`config.mk`:
```
export PLATFORM = sky130hd
export DESIGN_NAME = urv_muldiv_seq
export DESIGN_NICKNAME = d
export VERILOG_FILES = /design/src/rtl/urv_muldiv_seq.sv
export SDC_FILE = /design/constraint.sdc
export NUM_CORES = 1
export LEC_CHECK = 0
export ABC_AREA = 1
export CAP_MARGIN = 20
export CELL_PAD_IN_SITES_DETAIL_PLACEMENT = 0
export CELL_PAD_IN_SITES_GLOBAL_PLACEMENT = 1
export CORE_MARGIN = 3
export CORE_UTILIZATION = 25
export CTS_CLUSTER_DIAMETER = 100
export DETAILED_ROUTE_END_ITERATION = 6
export PLACE_DENSITY = 0.5
export SLEW_MARGIN = 10
export SYNTH_ARGS = -nofsm -noshare
export SYNTH_HDL_FRONTEND = slang
export SYNTH_SLANG_ARGS = --single-unit
```
`constraint.sdc`:
```
create_clock -name clk_i -period 4.9 [get_ports clk_i]
set_input_delay 0.98 -clock clk_i [delete_from_list [all_inputs] [get_ports clk_i]]
set_output_delay 0.98 -clock clk_i [all_outputs]
set_load 0.05 [all_outputs]
```
`src/rtl/urv_muldiv_seq.sv`:
```
// urv_muldiv_seq
//   Sequential RV32M multiply/divide unit for the uRV execute stage. One
//   radix-2^k engine is shared by MUL/MULH/MULHSU/MULHU and
//   DIV/DIVU/REM/REMU. The engine works on operand magnitudes and applies
//   the sign correction when it loads the result register. Divide by zero,
//   signed overflow and (without MULH support) the MULH* group bypass the
//   engine and load the result in the start cycle.
//
// Parameters
//   g_width          operand/result width (multiple of g_bits_per_cycle)
//   g_bits_per_cycle bits retired per BUSY cycle: 1, 2 or 4
//   g_with_mulh      1: MULH/MULHSU/MULHU supported, 0: they return 0
//
// Ports
//   clk_i, rst_n_i   clock, asynchronous active-low reset
//   x_stall_i        global X-stage stall (only used to leave DONE)
//   x_kill_i         kill the instruction currently in X
//   d_valid_i        instruction in X is valid
//   d_is_multiply_i  instruction is MUL*
//   d_is_divide_i    instruction is DIV*/REM*
//   d_fun_i          funct3 selecting the operation
//   d_rs1_i, d_rs2_i operands a (dividend/multiplicand), b (divisor/multiplier)
//   x_stall_req_o    stall request towards pipeline control
//   x_rd_o           registered result
//   x_busy_o         engine not idle
module urv_muldiv_seq #(
    parameter int g_width          = 32,
    parameter int g_bits_per_cycle = 1,
    parameter int g_with_mulh      = 1
) (
    input  logic               clk_i,
    input  logic               rst_n_i,
    input  logic               x_stall_i,
    input  logic               x_kill_i,
    input  logic               d_valid_i,
    input  logic               d_is_multiply_i,
    input  logic               d_is_divide_i,
    input  logic [2:0]         d_fun_i,
    input  logic [g_width-1:0] d_rs1_i,
    input  logic [g_width-1:0] d_rs2_i,
    output logic               x_stall_req_o,
    output logic [g_width-1:0] x_rd_o,
    output logic               x_busy_o
);

    localparam int W  = g_width;
    localparam int K  = g_bits_per_cycle;
    localparam int N  = W / K;
    localparam int CW = $clog2(N + 1);
    localparam logic [W-1:0] MIN_VAL = {1'b1, {(W-1){1'b0}}};

    typedef enum logic [1:0] {
        ST_IDLE,
        ST_BUSY,
        ST_DONE
    } state_t;

    state_t          state_q, state_d;
    logic [CW-1:0]   cnt_q, cnt_d;
    // opa: multiplicand magnitude, or dividend shifting into the quotient
    logic [W-1:0]    opa_q, opa_d;
    // opb: multiplier consumed MSB-first, or divisor magnitude
    logic [W-1:0]    opb_q, opb_d;
    // acc: 2W product accumulator; bits [W:0] hold the partial remainder
    logic [2*W-1:0]  acc_q, acc_d;
    logic            is_div_q, is_div_d;
    // sel: high product half for MULH*, remainder for REM*
    logic            sel_q, sel_d;
    logic            neg_q, neg_d;
    logic [W-1:0]    rd_q, rd_d;
    logic            busy_q, busy_d;

    // funct3[2] duplicates d_is_divide_i, so only the low bits are decoded
    logic unused_fun;
    assign unused_fun = d_fun_i[2];

    logic         start;
    logic         op_div;
    logic         signed_a, signed_b;
    logic         a_neg, b_neg;
    logic [W-1:0] a_mag, b_mag;
    logic         start_sel, start_neg;
    logic         div_zero, div_ovf, mulh_off, special;
    logic [W-1:0] special_res;

    assign start  = (state_q == ST_IDLE) && d_valid_i &&
                    (d_is_multiply_i || d_is_divide_i) && !x_kill_i;
    assign op_div = d_is_divide_i;

    // Multiply: MULH is s*s, MULHSU s*u, MUL/MULHU treated as unsigned
    // (the low half of MUL does not depend on signedness).
    assign signed_a = op_div ? !d_fun_i[0] : (d_fun_i[1] ^ d_fun_i[0]);
    assign signed_b = op_div ? !d_fun_i[0] : (!d_fun_i[1] && d_fun_i[0]);
    assign a_neg    = signed_a && d_rs1_i[W-1];
    assign b_neg    = signed_b && d_rs2_i[W-1];
    assign a_mag    = a_neg ? -d_rs1_i : d_rs1_i;
    assign b_mag    = b_neg ? -d_rs2_i : d_rs2_i;

    // The remainder follows the dividend's sign, everything else a^b.
    assign start_sel = op_div ? d_fun_i[1] : (d_fun_i[1:0] != 2'b00);
    assign start_neg = (op_div && start_sel) ? a_neg : (a_neg ^ b_neg);

    assign div_zero = op_div && (d_rs2_i == '0);
    assign div_ovf  = op_div && !d_fun_i[0] && (d_rs1_i == MIN_VAL) &&
                      (d_rs2_i == '1);
    assign mulh_off = !op_div && start_sel && (g_with_mulh == 0);
    assign special  = div_zero || div_ovf || mulh_off;

    // Results that are known in the start cycle without iterating.
    always_comb begin
        special_res = '0;
        if (div_zero) begin
            special_res = start_sel ? d_rs1_i : '1;
        end else if (div_ovf) begin
            special_res = start_sel ? '0 : MIN_VAL;
        end
    end

    logic [K-1:0]   mul_digit;
    logic [2*W-1:0] mul_acc;
    logic [2*W-1:0] mul_prod;
    logic [W:0]     step_rem;
    logic [W-1:0]   step_quo;
    logic [W-1:0]   div_pick;
    logic [W-1:0]   final_res;

    // One multiply step: Horner shift-add of the top k multiplier bits.
    assign mul_digit = opb_q[W-1 -: K];
    assign mul_acc   = (acc_q << K) +
                       ({{W{1'b0}}, opa_q} * {{(2*W-K){1'b0}}, mul_digit});

    // One divide step: k restoring shift-subtract iterations. The partial
    // remainder is one bit wider than the divisor so the shifted value never
    // overflows before the compare.
    always_comb begin
        step_rem = acc_q[W:0];
        step_quo = opa_q;
        for (int i = 0; i < K; i++) begin
            step_rem = {step_rem[W-1:0], step_quo[W-1]};
            step_quo = {step_quo[W-2:0], 1'b0};
            if (step_rem >= {1'b0, opb_q}) begin
                step_rem    = step_rem - {1'b0, opb_q};
                step_quo[0] = 1'b1;
            end
        end
    end

    // Sign-corrected result, valid during the last BUSY step.
    always_comb begin
        mul_prod = neg_q ? -mul_acc : mul_acc;
        div_pick = sel_q ? step_rem[W-1:0] : step_quo;
        if (is_div_q) begin
            final_res = neg_q ? -div_pick : div_pick;
        end else begin
            final_res = sel_q ? mul_prod[2*W-1:W] : mul_prod[W-1:0];
        end
    end

    // Next-state and datapath updates. Kill always wins and leaves the
    // result register untouched; DONE waits for the pipeline to move before
    // accepting a new instruction so the held one cannot restart.
    always_comb begin
        state_d  = state_q;
        cnt_d    = cnt_q;
        opa_d    = opa_q;
        opb_d    = opb_q;
        acc_d    = acc_q;
        is_div_d = is_div_q;
        sel_d    = sel_q;
        neg_d    = neg_q;
        rd_d     = rd_q;
        case (state_q)
            ST_IDLE: begin
                if (start) begin
                    if (special) begin
                        rd_d    = special_res;
                        state_d = ST_DONE;
                    end else begin
                        state_d  = ST_BUSY;
                        cnt_d    = CW'(N);
                        opa_d    = a_mag;
                        opb_d    = b_mag;
                        acc_d    = '0;
                        is_div_d = op_div;
                        sel_d    = start_sel;
                        neg_d    = start_neg;
                    end
                end
            end
            ST_BUSY: begin
                if (x_kill_i) begin
                    state_d = ST_IDLE;
                end else begin
                    if (is_div_q) begin
                        opa_d = step_quo;
                        acc_d = {{(W-1){1'b0}}, step_rem};
                    end else begin
                        opb_d = opb_q << K;
                        acc_d = mul_acc;
                    end
                    cnt_d = cnt_q - CW'(1);
                    if (cnt_q == CW'(1)) begin
                        rd_d    = final_res;
                        state_d = ST_DONE;
                    end
                end
            end
            ST_DONE: begin
                if (x_kill_i || !x_stall_i) begin
                    state_d = ST_IDLE;
                end
            end
            default: state_d = ST_IDLE;
        endcase
    end

    assign busy_d = (state_d != ST_IDLE);

    // State and datapath registers.
    always_ff @(posedge clk_i or negedge rst_n_i) begin
        if (!rst_n_i) begin
            state_q  <= ST_IDLE;
            cnt_q    <= '0;
            opa_q    <= '0;
            opb_q    <= '0;
            acc_q    <= '0;
            is_div_q <= 1'b0;
            sel_q    <= 1'b0;
            neg_q    <= 1'b0;
            rd_q     <= '0;
            busy_q   <= 1'b0;
        end else begin
            state_q  <= state_d;
            cnt_q    <= cnt_d;
            opa_q    <= opa_d;
            opb_q    <= opb_d;
            acc_q    <= acc_d;
            is_div_q <= is_div_d;
            sel_q    <= sel_d;
            neg_q    <= neg_d;
            rd_q     <= rd_d;
            busy_q   <= busy_d;
        end
    end

    assign x_stall_req_o = start || (state_q == ST_BUSY);
    assign x_rd_o        = rd_q;
    assign x_busy_o      = busy_q;

endmodule

```
==> results.tsv <==
stage	metric	value	unit
final_layout	regArea	0.004284	mm²
yosys	yosysTopAreaCell	nand2_1	
drt	drc	0	
yosys	synth_area	0.02104	mm²
worst_setup_path	crit_path_start_kind	flip-flop	
global_routing	gr-usage-met3	2.352	%
clock_tree	cts_resized	0	
worst_setup_path	worstPathArrival	5.07	ns
placed_design	dp.final_hpwl	92410	µm
global_routing	grt_pass1_vias	23700	
die	dieWidth	296.1	µm
yosys	async_flop_share	100.0	%
clock_tree	cts-htree-levels	4	
clock_tree	clk_pin_slew	0.09	ns
die	die_area	0.08768	mm²
clock_tree	cts_root_buf	clkbuf_16	
global_routing	grt.busiest_layer	met2	
sta	tightest_slew	1.014	ns
drt	vias	24560	
yosys	ys_seq_area_share	20.34	%
pwr	irDropWorstVdd	0.0003368	V
clock_tree	insertion_delay	0.53	ns
yosys	yosysUniqueCellTypes	62	
yosys	netlist_instances	3774	
final_layout	fill_cells	9678	
yosys	synthTopCellsByArea	nand2_1, dfrtp_1, inv_1, nand3_1, nor2_1	
run	max_cap_violations	0	
yosys	ys_warn_count	0	
clock_tree	cts_hold_buf	0	
worst_setup_path	crit_buf_inv	4	
die	die_h	296.1	µm
yosys	ys.flop_type	dfrtp_1	
yosys	syn_avg_cell_area	5.575	µm²
final_layout	syn_to_final_growth	15.48	%
yosys	synth_top_area_share	22.14	%
final_layout	drive_above_1_share	7.027	%
sta	drv_slew	0	
min_path	hold_path_class	in2async	
global_routing	grt_pass1_wl	161000	µm
worst_setup_path	end_kind	flip-flop	
run_status	status	finished, final reports clean	
sta	layout_setup_ws	0.3059	ns
sta	fin_crit_sh	93.76	%
yosys	synth-edff-count	0	
worst_setup_path	worstPathMaxFanout	31	
placed_design	port_buffers	106	
pwr	p_leak	12.36	nW
die	core_area	0.08277	mm²
drt	routed_wl	111400	µm
clock_tree	cts.sinks	171	
worst_setup_path	cp_top_family	simple AND/OR/NAND/NOR gates	
drt	wire_per_inst	22.48	µm
clock_tree	tritoncts	yes	
die	start_util	25.42	%
global_routing	grt_antenna_before_repair	1	
sta	slew_headroom	32.37	%
sta	min_period	4.594	ns
drt	initialDrtViolationCount	2177	
global_routing	grt_max_degree	101	
clock_tree	post_cts.repair.setup_buffers	0	
global_routing	grt_util_met1	36.08	%
worst_setup_path	cp_data_required_time	5.37	ns
global_routing	use_met2	39.59	%
final_layout	stdcell_count	4955	
sta	finalHoldViolations	0	
sta	setup_viol	0	
drt	final_antenna_net_count	0	
drt	vias_per_cell	4.956	
die	core.rowCount	105	
final_layout	diodes	0	
clock_tree	clockBufferDepth	2	
worst_setup_path	slowest_stage	dfrtp_1	
die	top_level_ports	108	
worst_setup_path	critPathMostFrequentCell	nand2_1	
clock_tree	numCtsBuffers	17	
drt	drtPass1Iterations	6	
pwr	p_per_area	718.8	mW/mm²
global_routing	gr-usage-all-layers	25.31	%
yosys	ys_seq_elements	171	
sta	fmax	0.2177	GHz
global_routing	grt_overflow	0	
final_layout	nets	4020	
pwr	finalPower	17.47	mW
worst_setup_path	max_stage_delay	0.43	ns
final_layout	final_util	29.36	%
yosys	syn_nets	3922	
placed_design	dp_cells	4923	
placed_design	gp_congestion	0.9421	
final_layout	multi_input_area	0.01410	mm²
placed_design	dpl_worst_slack	0.2211	ns
worst_setup_path	crit_type	reg2reg	
sta	skew	0.02019	ns
[path summary, 6_finish.rpt]
kind                                             start                endpoint  slack (ns)  depth (start not counted)
worst max-delay path             opb_q[31]$_DFFE_PN0P_  x_rd_o[25]$_DFFE_PN0P_        0.31                         26
worst min-delay path                           rst_n_i   opb_q[17]$_DFFE_PN0P_        0.46                          1
worst max register to register   opb_q[31]$_DFFE_PN0P_  x_rd_o[25]$_DFFE_PN0P_        0.31                         26
worst min register to register  x_rd_o[31]$_DFFE_PN0P_  x_rd_o[31]$_DFFE_PN0P_        0.49                          2
max in group asynchronous                      rst_n_i       neg_q$_DFFE_PN0P_        3.39                          2
min in group clk_i              x_rd_o[31]$_DFFE_PN0P_  x_rd_o[31]$_DFFE_PN0P_        0.49                          2
[worst reg2reg max path, stage by stage, from the launching register on]
cell and delay (ns):
dfrtp_1 0.43, buf_12 0.19, nand2_1 0.21, inv_1 0.08
ha_1 0.42, nand2_1 0.14, nor2_1 0.23, inv_1 0.09
nor2_1 0.13, inv_1 0.07, nor2_1 0.28, nand3_1 0.20
nand4_1 0.13, nand2_1 0.26, nor2_1 0.31, nand2_1 0.16
nor2_1 0.16, nand3_2 0.12, nand2_2 0.11, nand2_1 0.06
nand2_1 0.06, nand3_1 0.18, nand2_1 0.12, nand2_1 0.11
nand2_1 0.19, nand2_1 0.08, nand2_1 0.06
[layout by cell type, fill, tap and decap left out, types with 5 or more instances in the layout]
master	Yosys	routed
a21oi_1	179	179
a22oi_1	15	15
a31oi_1	14	14
buf_12	0	7
buf_4	7	86
clkbuf_16	0	17
clkdlybuf4s50_1	0	105
clkinv_8	0	7
dfrtp_1	171	169
ha_1	72	72
inv_1	542	541
inv_2	17	18
nand2_1	1241	1237
nand2_2	34	38
nand3_1	368	368
nand3_2	14	14
nand3b_1	21	21
nand4_1	58	58
nor2_1	399	390
nor2_2	22	28
nor2_4	7	10
nor3_1	46	46
nor3_2	10	10
nor4_1	8	8
o211ai_1	10	10
o21ai_0	198	197
o21ai_1	45	46
o21bai_1	5	5
o22ai_1	65	65
or2_2	9	9
xnor2_1	7	7
xor2_1	24	24
[where the power goes]
part           internal (mW)  total (mW)  switching [mW]
Clock                  0.699        1.56           0.857
Sequential              1.94        2.68           0.740
Combinational           3.73        13.2            9.50
Total                   6.37        17.5            11.1
[sequential cells by signal (all words and copies together) (netlist names)]
register	flops
is_div_q	1
opb_q	32
x_busy_o	1
cnt_q	6
neg_q	1
x_rd_o	32
state_q	2
opa_q	32
acc_q	63
sel_q	1
[final cells by class]
type	count	area share, %
inverter	561	8.676
tap	1070	5.509
multi-input combinational	2922	58.01
sequential	171	17.63
clock buffer	17	1.751
clock inverter	15	0.8084
timing repair buffer	199	7.615
[per-layer routing]
layer / part of all wire [%] / wire length (µm)
met1: 49 / 54390
met5: 0 / 0
met2: 44 / 48560
met4: 3.7 / 4152
met3: 3.8 / 4281
[cells by family (layout without fill, tap and decap cells)]
logic type / Yosys count / count (layout) / synth area share (%)
AO/OA/AOI/OAI: 565 / 565 / 14.88
XOR/XNOR: 32 / 32 / 1.368
adder cells (fa/ha/maj): 74 / 74 / 4.472
buffers and inverters: 681 / 792 / 12.93
flip-flops: 171 / 171 / 20.34
AND/OR/NAND/NOR: 2251 / 2251 / 46.01
[synthesized netlist by cell type (8+ instances only)]
cell      instances
a21oi_1         179
a22oi_1          15
a31oi_1          14
buf_1             9
buf_2            33
buf_6            10
clkbuf_1         59
dfrtp_1         171
ha_1             72
inv_1           542
inv_2            17
nand2_1        1241
nand2_2          34
nand3_1         368
nand3_2          14
nand3b_1         21
nand4_1          58
nor2_1          399
nor2_2           22
nor3_1           46
nor3_2           10
nor4_1            8
o211ai_1         10
o21ai_0         198
o21ai_1          45
o22ai_1          65
or2_2             9
xor2_1           24
[metrics by stage]
| step | instance area [µm²] | hold WS (ns) | setup TNS (ns) |
|---|---|---|---|
| finish | 24300 | 0.4637 | 0 |
| global route | 24300 | 0.5185 | -0.004976 |
| CTS | 24280 | 0.4942 | 0 |
| detailed placement | 23660 | 0.4747 | 0 |
| global placement | 23660 | 0.4708 | 0 |
| floorplan | 21040 | 0.4792 | 0 |
Note: power is estimated with default switching activity, not from simulation.
